## src/rtl/ifetch_buffer_pkg.sv

```systemverilog
// Shared types and helpers for the instruction-fetch buffer: word width, instruction size,
// reset fetch address and the per-slot record held in the slot queue.
package ifetch_buffer_pkg;

  localparam int WORDSIZE   = 32;
  localparam int INST_BYTES = 4;

  typedef logic [WORDSIZE-1:0] word_t;

  localparam word_t PC_RESET = '0;

  typedef struct packed {
    word_t pc;
    word_t inst;
  } slot_t;

  function automatic word_t incPc(input word_t pc);
    return pc + word_t'(INST_BYTES);
  endfunction

  function automatic word_t alignPc(input word_t pc);
    return pc & ~word_t'(INST_BYTES - 1);
  endfunction

endpackage

```

## src/rtl/ifetch_buffer_slotq.sv

```systemverilog
// Circular slot queue: slots are allocated at grant time, filled in request order as
// responses return, and popped from the head once filled.
module ifetch_buffer_slotq
  import ifetch_buffer_pkg::*;
#(
  parameter int DEPTH = 4,
  localparam int PW = $clog2(DEPTH) + 1
) (
  input  logic          clk_i,
  input  logic          reset_ni,
  input  logic          clear_i,
  input  logic          alloc_i,
  input  word_t         alloc_pc_i,
  input  logic          fill_i,
  input  word_t         fill_data_i,
  input  logic          pop_i,
  output logic          head_valid_o,
  output slot_t         head_o,
  output logic [PW-1:0] occupancy_o,
  output logic [PW-1:0] pending_o
);

  localparam int IW = PW - 1;

  slot_t         slots_q [DEPTH];
  logic [PW-1:0] head_q;
  logic [PW-1:0] fill_q;
  logic [PW-1:0] tail_q;

  // Pointers wrap naturally; the extra MSB separates full from empty.
  always_ff @(posedge clk_i) begin
    if (!reset_ni) begin
      head_q <= '0;
      fill_q <= '0;
      tail_q <= '0;
    end else if (clear_i) begin
      head_q <= '0;
      fill_q <= '0;
      tail_q <= '0;
    end else begin
      if (alloc_i) begin
        slots_q[tail_q[IW-1:0]].pc <= alloc_pc_i;
        tail_q                     <= tail_q + PW'(1);
      end
      if (fill_i) begin
        slots_q[fill_q[IW-1:0]].inst <= fill_data_i;
        fill_q                       <= fill_q + PW'(1);
      end
      if (pop_i) begin
        head_q <= head_q + PW'(1);
      end
    end
  end

  always_comb begin
    head_valid_o = (head_q != fill_q);
    head_o       = slots_q[head_q[IW-1:0]];
    occupancy_o  = tail_q - head_q;
    pending_o    = tail_q - fill_q;
  end

  // A response arriving with no slot waiting for data is a memory protocol error.
  assert property (@(posedge clk_i) disable iff (!reset_ni)
                   (fill_i && !clear_i) |-> (fill_q != tail_q));

endmodule

```

## src/rtl/ifetch_buffer.sv

```systemverilog
// Fetch front end: owns the fetch PC, issues in-order word reads, buffers responses in the
// slot queue and hands {pc, instruction} to decode; redirects flush and drop stale responses.
module ifetch_buffer
  import ifetch_buffer_pkg::*;
#(
  parameter int    DEPTH    = 4,
  parameter word_t RESET_PC = PC_RESET
) (
  input  logic  clk_i,
  input  logic  reset_ni,
  input  logic  redirect_i,
  input  word_t redirect_pc_i,
  output logic  mem_req_o,
  output word_t mem_addr_o,
  input  logic  mem_gnt_i,
  input  logic  mem_rvalid_i,
  input  word_t mem_rdata_i,
  output logic  inst_valid_o,
  input  logic  inst_ready_i,
  output word_t inst_pc_o,
  output word_t inst_out_o
);

  localparam int PW = $clog2(DEPTH) + 1;

  word_t         fpc_q, fpc_d;
  logic [PW-1:0] drop_q, drop_d;
  logic [PW-1:0] occupancy;
  logic [PW-1:0] pending;
  logic          grant;
  logic          fillEn;
  logic          pop;
  logic          headValid;
  slot_t         head;

  // Issue uses registered occupancy, so a slot freed by a pop is reusable only next cycle.
  always_comb begin
    mem_req_o  = reset_ni && !redirect_i && (drop_q == '0) && (occupancy != PW'(DEPTH));
    mem_addr_o = fpc_q;
    grant      = mem_req_o && mem_gnt_i;
    fillEn     = mem_rvalid_i && (drop_q == '0) && !redirect_i;
    pop        = headValid && inst_ready_i && !redirect_i;

    fpc_d = fpc_q;
    if (redirect_i) begin
      fpc_d = alignPc(redirect_pc_i);
    end else if (grant) begin
      fpc_d = incPc(fpc_q);
    end

    // Every unreturned request at redirect time owes one response that must be discarded.
    drop_d = drop_q;
    if (redirect_i) begin
      drop_d = drop_q + pending - PW'(mem_rvalid_i);
    end else if (mem_rvalid_i && (drop_q != '0)) begin
      drop_d = drop_q - PW'(1);
    end
  end

  always_ff @(posedge clk_i) begin
    if (!reset_ni) begin
      fpc_q  <= RESET_PC;
      drop_q <= '0;
    end else begin
      fpc_q  <= fpc_d;
      drop_q <= drop_d;
    end
  end

  ifetch_buffer_slotq #(
    .DEPTH(DEPTH)
  ) u_slotq (
    .clk_i       (clk_i),
    .reset_ni    (reset_ni),
    .clear_i     (redirect_i),
    .alloc_i     (grant),
    .alloc_pc_i  (fpc_q),
    .fill_i      (fillEn),
    .fill_data_i (mem_rdata_i),
    .pop_i       (pop),
    .head_valid_o(headValid),
    .head_o      (head),
    .occupancy_o (occupancy),
    .pending_o   (pending)
  );

  always_comb begin
    inst_valid_o = headValid;
    inst_pc_o    = head.pc;
    inst_out_o   = head.inst;
  end

endmodule

```

## config.mk

```make
export PLATFORM = sky130hd
export DESIGN_NAME = ifetch_buffer
export DESIGN_NICKNAME = d
export VERILOG_FILES = /design/src/rtl/ifetch_buffer_pkg.sv /design/src/rtl/ifetch_buffer_slotq.sv /design/src/rtl/ifetch_buffer.sv
export SDC_FILE = /design/constraint.sdc
export NUM_CORES = 1
export LEC_CHECK = 0
export CAP_MARGIN = 0
export CORE_MARGIN = 2
export CORE_UTILIZATION = 49
export DETAILED_ROUTE_END_ITERATION = 7
export HOLD_SLACK_MARGIN = 0.08
export PLACE_DENSITY = 0.77
export RECOVER_POWER = 25
export SYNTH_ARGS = -nofsm -noshare
export SYNTH_HDL_FRONTEND = slang
export SYNTH_SLANG_ARGS = --single-unit
```

## constraint.sdc

```tcl
create_clock -name clk_i -period 2.7 [get_ports clk_i]
set_input_delay 0.405 -clock clk_i [delete_from_list [all_inputs] [get_ports clk_i]]
set_output_delay 0.405 -clock clk_i [all_outputs]
set_load 0.02 [all_outputs]
```

==> flow_metrics.tcl, run 1 <==
set metrics [dict create \
    finalPower_mw 10.3 \
    cp-end-kind "flop" \
    yosys_warnings 0 \
    fin_tns_setup_ns -0.0368 \
    pwr_density_cell_mw_per_mm2 684 \
    cts_buffers 29 \
    fin_util_pct 64.4 \
    cp-start-kind "flop" \
    cts-hold-fix-buffers 0 \
    crit_family "adder cells" \
    fillers 1671 \
    slew-limit-headroom_pct 56.6 \
    drc 0 \
    async_reset_ff_share_pct 0 \
    place_hpwl_mm 17.2 \
    syn_avg_cell_area_um2 17.4 \
    clk_pin_slew_ns 0.06 \
    finClkSkew_ns 0.00950 \
    outcome "finished, violations left" \
    start_util_pct 50.0 \
    io_pins 168 \
    yosysSeqAreaShare_pct 71.0 \
    tightest_slew_ns 0.647 \
    area_growth_pct 28.9 \
    critPathLaunch "u_slotq.fill_q[0]" \
    ys_seq_elements 292 \
    die_area_mm2 0.0252 \
    rsz0062_at_grt "true" \
    path_depth 12 \
    port_buffers 161 \
    reg2reg_slack_ns -0.04 \
    syn_area_mm2 0.0117 \
    nets 982 \
    final_antenna_net_count 0 \
    grt_start_max_net_pins 33 \
    grt_pass1_wl_mm 40.4 \
    antenna_found_initial 0 \
    violations "setup timing" \
    cp_max_fo 2 \
    p_leak_nw 5.01 \
    grt-ovfl-total 0 \
    netlist_instances 676 \
    wl_per_cell_um 21.3 \
    layout-drive-gt1-share_pct 19.9 \
    rows 56 \
    synthFlopType "edfxtp_1" \
    finalMaxSlewViolations 0 \
    crit_chain "inv_2 > fa_1 > inv_1 > fa_1 > inv_1 > ha_2 > fa_2 > xor2_1 > xnor2_1 > o22ai_1 > xnor2_1 > nor2_1" \
    crit_arrival_ns 3.14 \
    setup_viol 1 \
    slowest_stage "fa_1" \
    min_path_type "in2reg" \
    grt_pass1_vias 6897 \
    hold_violations 0 \
    final_cell_mix "248 x edfxtp_1, 69 x clkdlybuf4s50_1, 62 x mux4_2, 59 x dlygate4sd2_1, 43 x nand2_1" \
    dr.pass1.iters 6 \
    r2r_cells 12 \
    ir_drop_uv 422 \
    rr_startpoint "u_slotq.fill_q[0]" \
    fin_crit_ns 2.74 \
    track_usage_pct 20.7 \
    critPathMaxStageDelay_ns 0.48 \
    drv_cap 0 \
    cts_tree "built" \
    ys_types 55 \
    die_height_um 159 \
    fin_hold_ws_ns 0.474 \
    cts.sinks 292 \
    n_antenna_cell 0 \
    clockBufferDepth 3 \
    crit_end "drop_q[2]" \
    synth_edf_count 248 \
    vias_per_cell 5.71 \
    coreArea_mm2 0.0235 \
    place.gp.congestion 0.837 \
    fin_crit_sh_pct 101 \
    fmax_mhz 365 \
    final_common_cell "edfxtp_1" \
    die_w_um 159 \
    critPathBufInv 3 \
    worstSetupPathType "reg2reg" \
    wirelength_mm 26.3 \
    vias 7042 \
    clkLatencyLatePin_ns 0.53 \
    htreeDepth 1 \
    first_iter_violations 585 \
    crit_required_ns 3.11 \
    root_buffer "clkbuf_16" \
    rr_endpoint "drop_q[2]" \
    worst_slack_ns -0.0368 \
]
area by class of cell:
| cell class | instances | area [µm²] | share of cell area (%) |
|---|---|---|---|
| tap | 319 | 399 | 2.64 |
| sequential | 292 | 8330 | 55.1 |
| multi-input combinational | 332 | 3210 | 21.2 |
| clock inverter | 15 | 126 | 0.835 |
| timing repair buffer | 219 | 2200 | 14.6 |
| clock buffer | 37 | 786 | 5.19 |
| inverter | 19 | 71.3 | 0.472 |
metrics by stage:
stage / instances / worst slack [ns] / instance area (µm²)
5_1_grt: 1233 / -0.0958 / 15100
6_report: 1233 / -0.0368 / 15100
2_1_floorplan: 679 / -0.0694 / 11800
4_1_cts: 1233 / -0.0320 / 15100
3_5_place_dp: 1177 / -0.691 / 14200
3_3_place_gp: 1177 / -0.626 / 14200
timing repair:
item,CTS,global route
pin swaps,4,0
endpoints found under the setup margin,64,2
buffers inserted,4,0
resized for setup,66,3
hold endpoints to repair,0,0
worst register-to-register path, cell delays in order (launching register included):
cell	delay (ns)
dfxtp_2	0.33
inv_2	0.04
fa_1	0.47
inv_1	0.05
fa_1	0.48
inv_1	0.04
ha_2	0.16
fa_2	0.33
xor2_1	0.15
xnor2_1	0.14
o22ai_1	0.22
xnor2_1	0.15
nor2_1	0.05
cells in the mapped netlist, types with 4 or more instances:
cell type | n | share of area [%]
ha_1 | 15 | 1.6
a211oi_1 | 5 | 0.32
dfxtp_1 | 44 | 7.5
nor2_1 | 20 | 0.64
o21ai_0 | 4 | 0.17
nand2_1 | 43 | 1.4
clkbuf_1 | 21 | 0.67
o211ai_1 | 6 | 0.38
edfxtp_1 | 248 | 63
mux4_2 | 62 | 12
a31oi_1 | 9 | 0.48
nand4_1 | 10 | 0.53
o31ai_1 | 4 | 0.26
a22oi_1 | 6 | 0.38
or3_1 | 6 | 0.32
xor2_1 | 6 | 0.45
xnor2_1 | 12 | 0.90
buf_4 | 5 | 0.32
and2_1 | 9 | 0.48
or4_1 | 6 | 0.38
nand3_1 | 19 | 0.81
fa_1 | 4 | 0.68
o21a_1 | 4 | 0.26
a21oi_1 | 24 | 1.0
o22ai_1 | 6 | 0.32
buf_1 | 9 | 0.29
inv_1 | 19 | 0.61
o311ai_1 | 5 | 0.37
state kept, by name, summed over array words and instances, names as in the netlist, named ones only:
signal,cells
u_slotq.fill_q,3
u_slotq.head_q,3
drop_q,3
mem_addr_o,30
u_slotq.slots_q,248
u_slotq.tail_q,3
report_power, final:
group	internal, mW	switching (mW)
sequential	5.05	0.0866
combinational	0.614	0.738
clock	2.23	1.63
per-layer routing:
layer  part of all wire (%)  GRT usage, %
met5                      0             0
met4                    1.8          5.00
met3                    7.2          3.13
met2                     49          33.9
met1                     42          29.5
how the worst min path moves through the flow:
stage | startpoint | endpoint | cells past startpoint
2_1_floorplan | drop_q[2] | drop_q[2] | 2
3_3_place_gp | u_slotq.head_q[1] | flop | 2
3_5_place_dp | u_slotq.fill_q[1] | u_slotq.fill_q[1] | 2
4_1_cts | mem_rvalid_i | u_slotq.fill_q[1] | 4
5_1_grt | mem_rvalid_i | u_slotq.fill_q[1] | 4
6_report | redirect_pc_i[30] | mem_addr_o[30] | 3
cells by family after synthesis:
group / after synthesis / synth area share (%)
other cells: 1 / 0.0320
xor+xnor: 18 / 1.34
simple gates: 131 / 5.63
compound gates: 98 / 5.88
mux: 62 / 11.9
buf+inv: 55 / 1.93
flops: 292 / 71.0
fa+ha+maj: 19 / 2.28
Power figures use the tool's default switching activity.
==> run 2, diff against run 1 <==
==> constraint.sdc (replaced) <==
create_clock -name clk_i -period 2.7 [get_ports clk_i]
set_input_delay 0.27 -clock clk_i [delete_from_list [all_inputs] [get_ports clk_i]]
set_output_delay 0.27 -clock clk_i [all_outputs]
set_load 0.02 [all_outputs]
==> flow_metrics.tcl, run 2 (synthesis gave the netlist of run 1 again) <==
set metrics [dict create \
    n_antenna_cell 0 \
    crit_arrival_ns 3.09 \
    ir_drop_uv 546 \
    io_pins 168 \
    final_cell_mix "248 x edfxtp_1, 116 x clkdlybuf4s50_1, 62 x mux4_2, 43 x nand2_1, 41 x dfxtp_1" \
    cts.sinks 292 \
    dr.pass1.iters 5 \
    cp-end-kind "flop" \
    fmax_mhz 375 \
    slew-limit-headroom_pct 57.1 \
    cp-start-kind "flop" \
    place_hpwl_mm 16.6 \
    clkLatencyLatePin_ns 0.54 \
    grt_pass1_wl_mm 40.0 \
    p_switching_mw 2.41 \
    port_buffers 161 \
    cts-hold-fix-buffers 0 \
    area_growth_pct 28.3 \
    finalMaxSlewViolations 0 \
    outcome "complete, no violations" \
    crit_required_ns 3.12 \
    setup_viol 0 \
    dp_cells 1168 \
    root_buffer "clkbuf_16" \
    cp_max_fo 2 \
    clkPwrFrac_pct 36.2 \
    fin_hold_ws_ns 0.326 \
    pwr-share-comb_pct 13.4 \
    p_leak_nw 4.95 \
    rows 56 \
    pwr_density_cell_mw_per_mm2 679 \
    layout-drive-gt1-share_pct 18.9 \
    worstSetupPathType "reg2reg" \
    start_util_pct 50.0 \
    clockBufferDepth 3 \
    drv_cap 0 \
    vias_per_cell 5.69 \
    final_antenna_net_count 0 \
    nets 973 \
    wirelength_mm 25.8 \
    tightest_slew_ns 0.639 \
    first_iter_violations 422 \
    fillers 1659 \
    track_usage_pct 20.4 \
    fin_crit_sh_pct 98.9 \
    antenna_found_initial 0 \
    vias 6963 \
    rsz0062_at_grt "true" \
    finalPower_mw 10.2 \
    cts_buffers 29 \
    coreArea_mm2 0.0235 \
    clk_pin_slew_ns 0.06 \
    die_area_mm2 0.0252 \
    final_common_cell "edfxtp_1" \
    grt-ovfl-total 0 \
    htreeDepth 1 \
    final_cells 1223 \
    min_path_type "in2reg" \
    fin_crit_ns 2.67 \
    grt_start_max_net_pins 63 \
    largest_reg_flops 248 \
    fin_area_mm2 0.0150 \
    p_int_mw 7.80 \
    dpl-instance-area_mm2 0.0141 \
    drc 0 \
    place.gp.congestion 0.871 \
    hold_violations 0 \
    die_w_um 159 \
    p_seq_share_pct 50.4 \
    grt_pass1_vias 7016 \
    finClkSkew_ns 0.0153 \
    die_height_um 159 \
    wl_per_cell_um 21.1 \
    switching_share_pct 23.6 \
    cts_tree "built" \
]
## run 2: cell types whose count changed in the layout (fill, tap and decap cells not counted), sizes merged
cell	delta
clkdlybuf4s15	-1
dlygate4sd2	-54
buf	-12
clkdlybuf4s50	+47
dlymetal6s2s	+8
inv	+1
clkinv	+1
clkbuf	+1
bufinv	-1
## run 2: final timing paths
check	depth (start not counted)	end	from	slack (ns)
setup / recovery	12	drop_q[2]	u_slotq.fill_q[0]	0.03
hold / removal	3	mem_addr_o[22]	redirect_pc_i[22]	0.33
setup reg to reg	12	drop_q[2]	u_slotq.fill_q[0]	0.03
hold reg to reg	2	flop	u_slotq.head_q[1]	0.53
## run 2: area by class of cell
| cell class | count | area [µm²] | area share (%) |
|---|---|---|---|
| Clock inverter | 16 | 114 | 0.757 |
| Clock buffer | 35 | 768 | 5.11 |
| Tap cell | 319 | 399 | 2.65 |
| Inverter | 19 | 71.3 | 0.474 |
| Multi-Input combinational cell | 332 | 3210 | 21.3 |
| Sequential cell | 292 | 8330 | 55.4 |
| Timing Repair Buffer | 210 | 2150 | 14.3 |
## run 2: power by group through the flow
stage | clock [mW] | combinational, mW | sequential (mW)
floorplan | 0 | 0.707 | 5.26
global placement | 0 | 1.35 | 5.23
detailed placement | 0 | 1.38 | 5.24
CTS | 3.78 | 1.38 | 5.14
global route | 3.97 | 1.48 | 5.16
finish | 3.70 | 1.37 | 5.14
## run 2: critical path, stage by stage, from the launching register on
cell,delay (ns)
dfxtp_2,0.33
inv_2,0.04
fa_1,0.47
inv_1,0.05
fa_1,0.47
inv_1,0.05
ha_2,0.17
fa_2,0.33
xor2_1,0.15
xnor2_1,0.12
o22ai_1,0.18
xnor2_1,0.14
nor2_1,0.05
## run 2: metal layers
metal	track usage, %	vias up	part of all wire, %
li1	-	3130	-
met1	28.4	3499	42
met2	34.0	304	49
met3	3.55	30	7.6
met4	4.63	0	1.4
met5	0	-	0
## run 2: timing repair
action                                  in CTS  in global routing
pin swaps                                    3                  1
buffers inserted                             0                  3
endpoints found under the setup margin       6                 30
resized for setup                            8                 11
gates cloned                                 0                  1
## run 2: metrics by stage
stage	setup TNS, ns	util (%)	setup WS [ns]
floorplan	-0.0673	-	-0.0673
global placement	-0.625	60.1	-0.524
detailed placement	-0.754	60.1	-0.575
CTS	0	63.8	0.00466
global route	-0.107	64.1	-0.0952
finish	0	64.1	0.0300
==> run 3, diff against run 2 <==
ABC_AREA = 1   (was default)
CORE_UTILIZATION = 50   (was 49)
==> flow_metrics.tcl, run 3 <==
set metrics [dict create \
    vias_per_cell 5.48 \
    fin_area_mm2 0.0157 \
    cts_tree "built" \
    io_pins 168 \
    ys_types 32 \
    whs_path_depth 3 \
    grt_start_max_net_pins 63 \
    grt_pass1_wl_mm 46.5 \
    async_reset_ff_share_pct 0 \
    setup_viol 0 \
    syn_avg_cell_area_um2 10.7 \
    finalMaxSlewViolations 0 \
    drc 0 \
    syn_area_mm2 0.0126 \
    outcome "complete, no violations" \
    synth_edf_count 248 \
    die_height_um 163 \
    crit_arrival_ns 3.15 \
    cts.sinks 292 \
    vias 9221 \
    rsz0062_at_grt "true" \
    yosys.area.top_type "edfxtp_1" \
    port_buffers 161 \
    rr_startpoint "u_slotq.fill_q[0]" \
    clockBufferDepth 3 \
    worstSetupPathType "reg2reg" \
    largest_reg_flops 248 \
    die_w_um 163 \
    antenna_found_initial 0 \
    hold_path.startpoint "inst_ready_i" \
    die_area_mm2 0.0264 \
    grt_pass1_vias 9045 \
    pre_cts_ws_ns -0.558 \
    yosysTopAreaCellShare_pct 59.2 \
    place_hpwl_mm 17.7 \
    min_path_type "in2reg" \
    hold_violations 0 \
    nets 1420 \
    final_common_cell "edfxtp_1" \
    worst_slack_ns 0.0196 \
    crit_required_ns 3.17 \
    reg2reg_slack_ns 0.02 \
    tightest_slew_ns 0.626 \
    wirelength_mm 29.4 \
    first_iter_violations 836 \
    start_util_pct 50.4 \
    root_buffer "clkbuf_16" \
    finClkSkew_ns 0.00964 \
    dr.pass1.iters 6 \
    n_antenna_cell 0 \
    dpl-instance-area_mm2 0.0146 \
    rows 58 \
    cp-end-kind "flop" \
    ys_top_cells_by_area "edfxtp_1 59%, dfxtp_1 7.0%, nand2_1 5.9%" \
    ys_seq_elements 292 \
    clk_pin_slew_ns 0.06 \
    place.gp.congestion 0.954 \
    pwr_density_cell_mw_per_mm2 640 \
    yosys_warnings 0 \
    cts_buffers 29 \
    synth_common_cells "248 x edfxtp_1, 199 x nand2_1, 183 x nor2_1" \
    area_growth_pct 24.8 \
    fmax_mhz 373 \
    synthFlopType "edfxtp_1" \
    cts-hold-fix-buffers 0 \
    cp_max_fo 2 \
    layout-drive-gt1-share_pct 8.80 \
    r2r_cells 13 \
    yosysMostFrequentCell "edfxtp_1" \
    yosysSeqAreaShare_pct 66.2 \
    fin_crit_sh_pct 99.3 \
    ir_drop_uv 486 \
    wl_per_cell_um 17.4 \
    rr_endpoint "drop_q[2]" \
    track_usage_pct 22.2 \
    fin_util_pct 62.9 \
    drv_cap 0 \
    netlist_instances 1170 \
    fin_crit_ns 2.68 \
    p_leak_nw 5.71 \
    grt-ovfl-total 0 \
    coreArea_mm2 0.0250 \
    final_antenna_net_count 0 \
    final_cell_mix "248 x edfxtp_1, 198 x nand2_1, 175 x nor2_1, 143 x o21ai_0, 113 x clkdlybuf4s50_1" \
    htreeDepth 1 \
    slew-limit-headroom_pct 58.3 \
    cp-start-kind "flop" \
    clkLatencyLatePin_ns 0.54 \
]
[run 3: cell count changes in the layout (fill, tap and decap cells not counted), sizes merged, moves of 8 or more]
cell	previous run	this run
a31oi	9	0
and2	9	0
buf	43	26
dlymetal6s2s	8	16
inv	21	73
mux4	62	0
nand2	43	202
nand3	21	60
nand3b	0	13
nor2	20	190
o21ai	5	148
o22ai	6	62
[run 3: cell type report]
cell class | instances | area [µm²]
clock buffers | 42 | 836
multi-input cells | 748 | 3750
clock inverters | 11 | 118
flip-flops and latches | 292 | 8330
well taps | 330 | 413
inverters | 71 | 274
repair buffers | 189 | 1980
fillers | 1920 | 9270
[run 3: critical path, cell delays in order (launching register included)]
cell and delay [ns]:
dfxtp_2 0.33, inv_2 0.04, fa_1 0.47, inv_1 0.05
fa_1 0.47, inv_1 0.05, ha_2 0.16, fa_2 0.35
xnor2_2 0.15, xnor2_1 0.14, buf_4 0.14, nand2_2 0.05
nand3_2 0.07, a21oi_2 0.13
[run 3: what timing repair did]
item                                    in CTS  in global routing
pin swaps                                    4                  4
gates cloned                                 1                  0
resized for setup                           10                 18
endpoints found under the setup margin      22                 24
hold endpoints to repair                     0                  0
buffers inserted                             1                  0
[run 3: how the worst max path moves through the flow]
stage                      startpoint                endpoint  slack (ns)  cells past startpoint
floorplan           u_slotq.head_q[1]  u_slotq.slots_q[0][34]       -0.34                      9
global placement         mem_rvalid_i               drop_q[2]       -0.53                     13
detailed placement       mem_rvalid_i               drop_q[2]       -0.56                     13
CTS                 u_slotq.fill_q[0]               drop_q[2]       -0.02                     13
global route        u_slotq.fill_q[0]               drop_q[2]       -0.08                     13
finish              u_slotq.fill_q[0]               drop_q[2]        0.02                     13
[run 3: logic make-up after synthesis]
group	after synthesis	share of synthesized area (%)
AOI/OAI and AO/OA	240	10.2
xor gates and xnor gates	13	0.905
adders and majority gates	19	2.13
buffers and inverters	133	4.44
DFF	292	66.2
other	1	0.0298
and+or+nand+nor	472	16.1
[run 3: where the power goes]
part	internal (mW)	total, mW	switching (mW)
Sequential	4.98	5.08	0.103
Combinational	0.442	1.01	0.566
Clock	2.34	3.96	1.62
[run 3: metrics by stage]
step                      hold WS (ns)  total power, mW  std cells  TNS, ns
after floorplan                  0.369             5.69       1173   -37.47
after global placement           0.545             6.13       1628   -0.720
after detailed placement         0.554             6.15       1628   -0.773
after CTS                        0.350             10.1       1683  -0.0195
after global routing             0.391             10.4       1683  -0.0789
final                            0.367             10.0       1683        0
[run 3: per-layer routing]
metal / up-vias / track usage [%] / wire (µm)
li1: 4394 / - / -
met1: 4380 / 30.8 / 12600
met2: 393 / 36.6 / 13900
met3: 54 / 3.06 / 2250
met4: 0 / 7.00 / 678
met5: - / 0 / 0
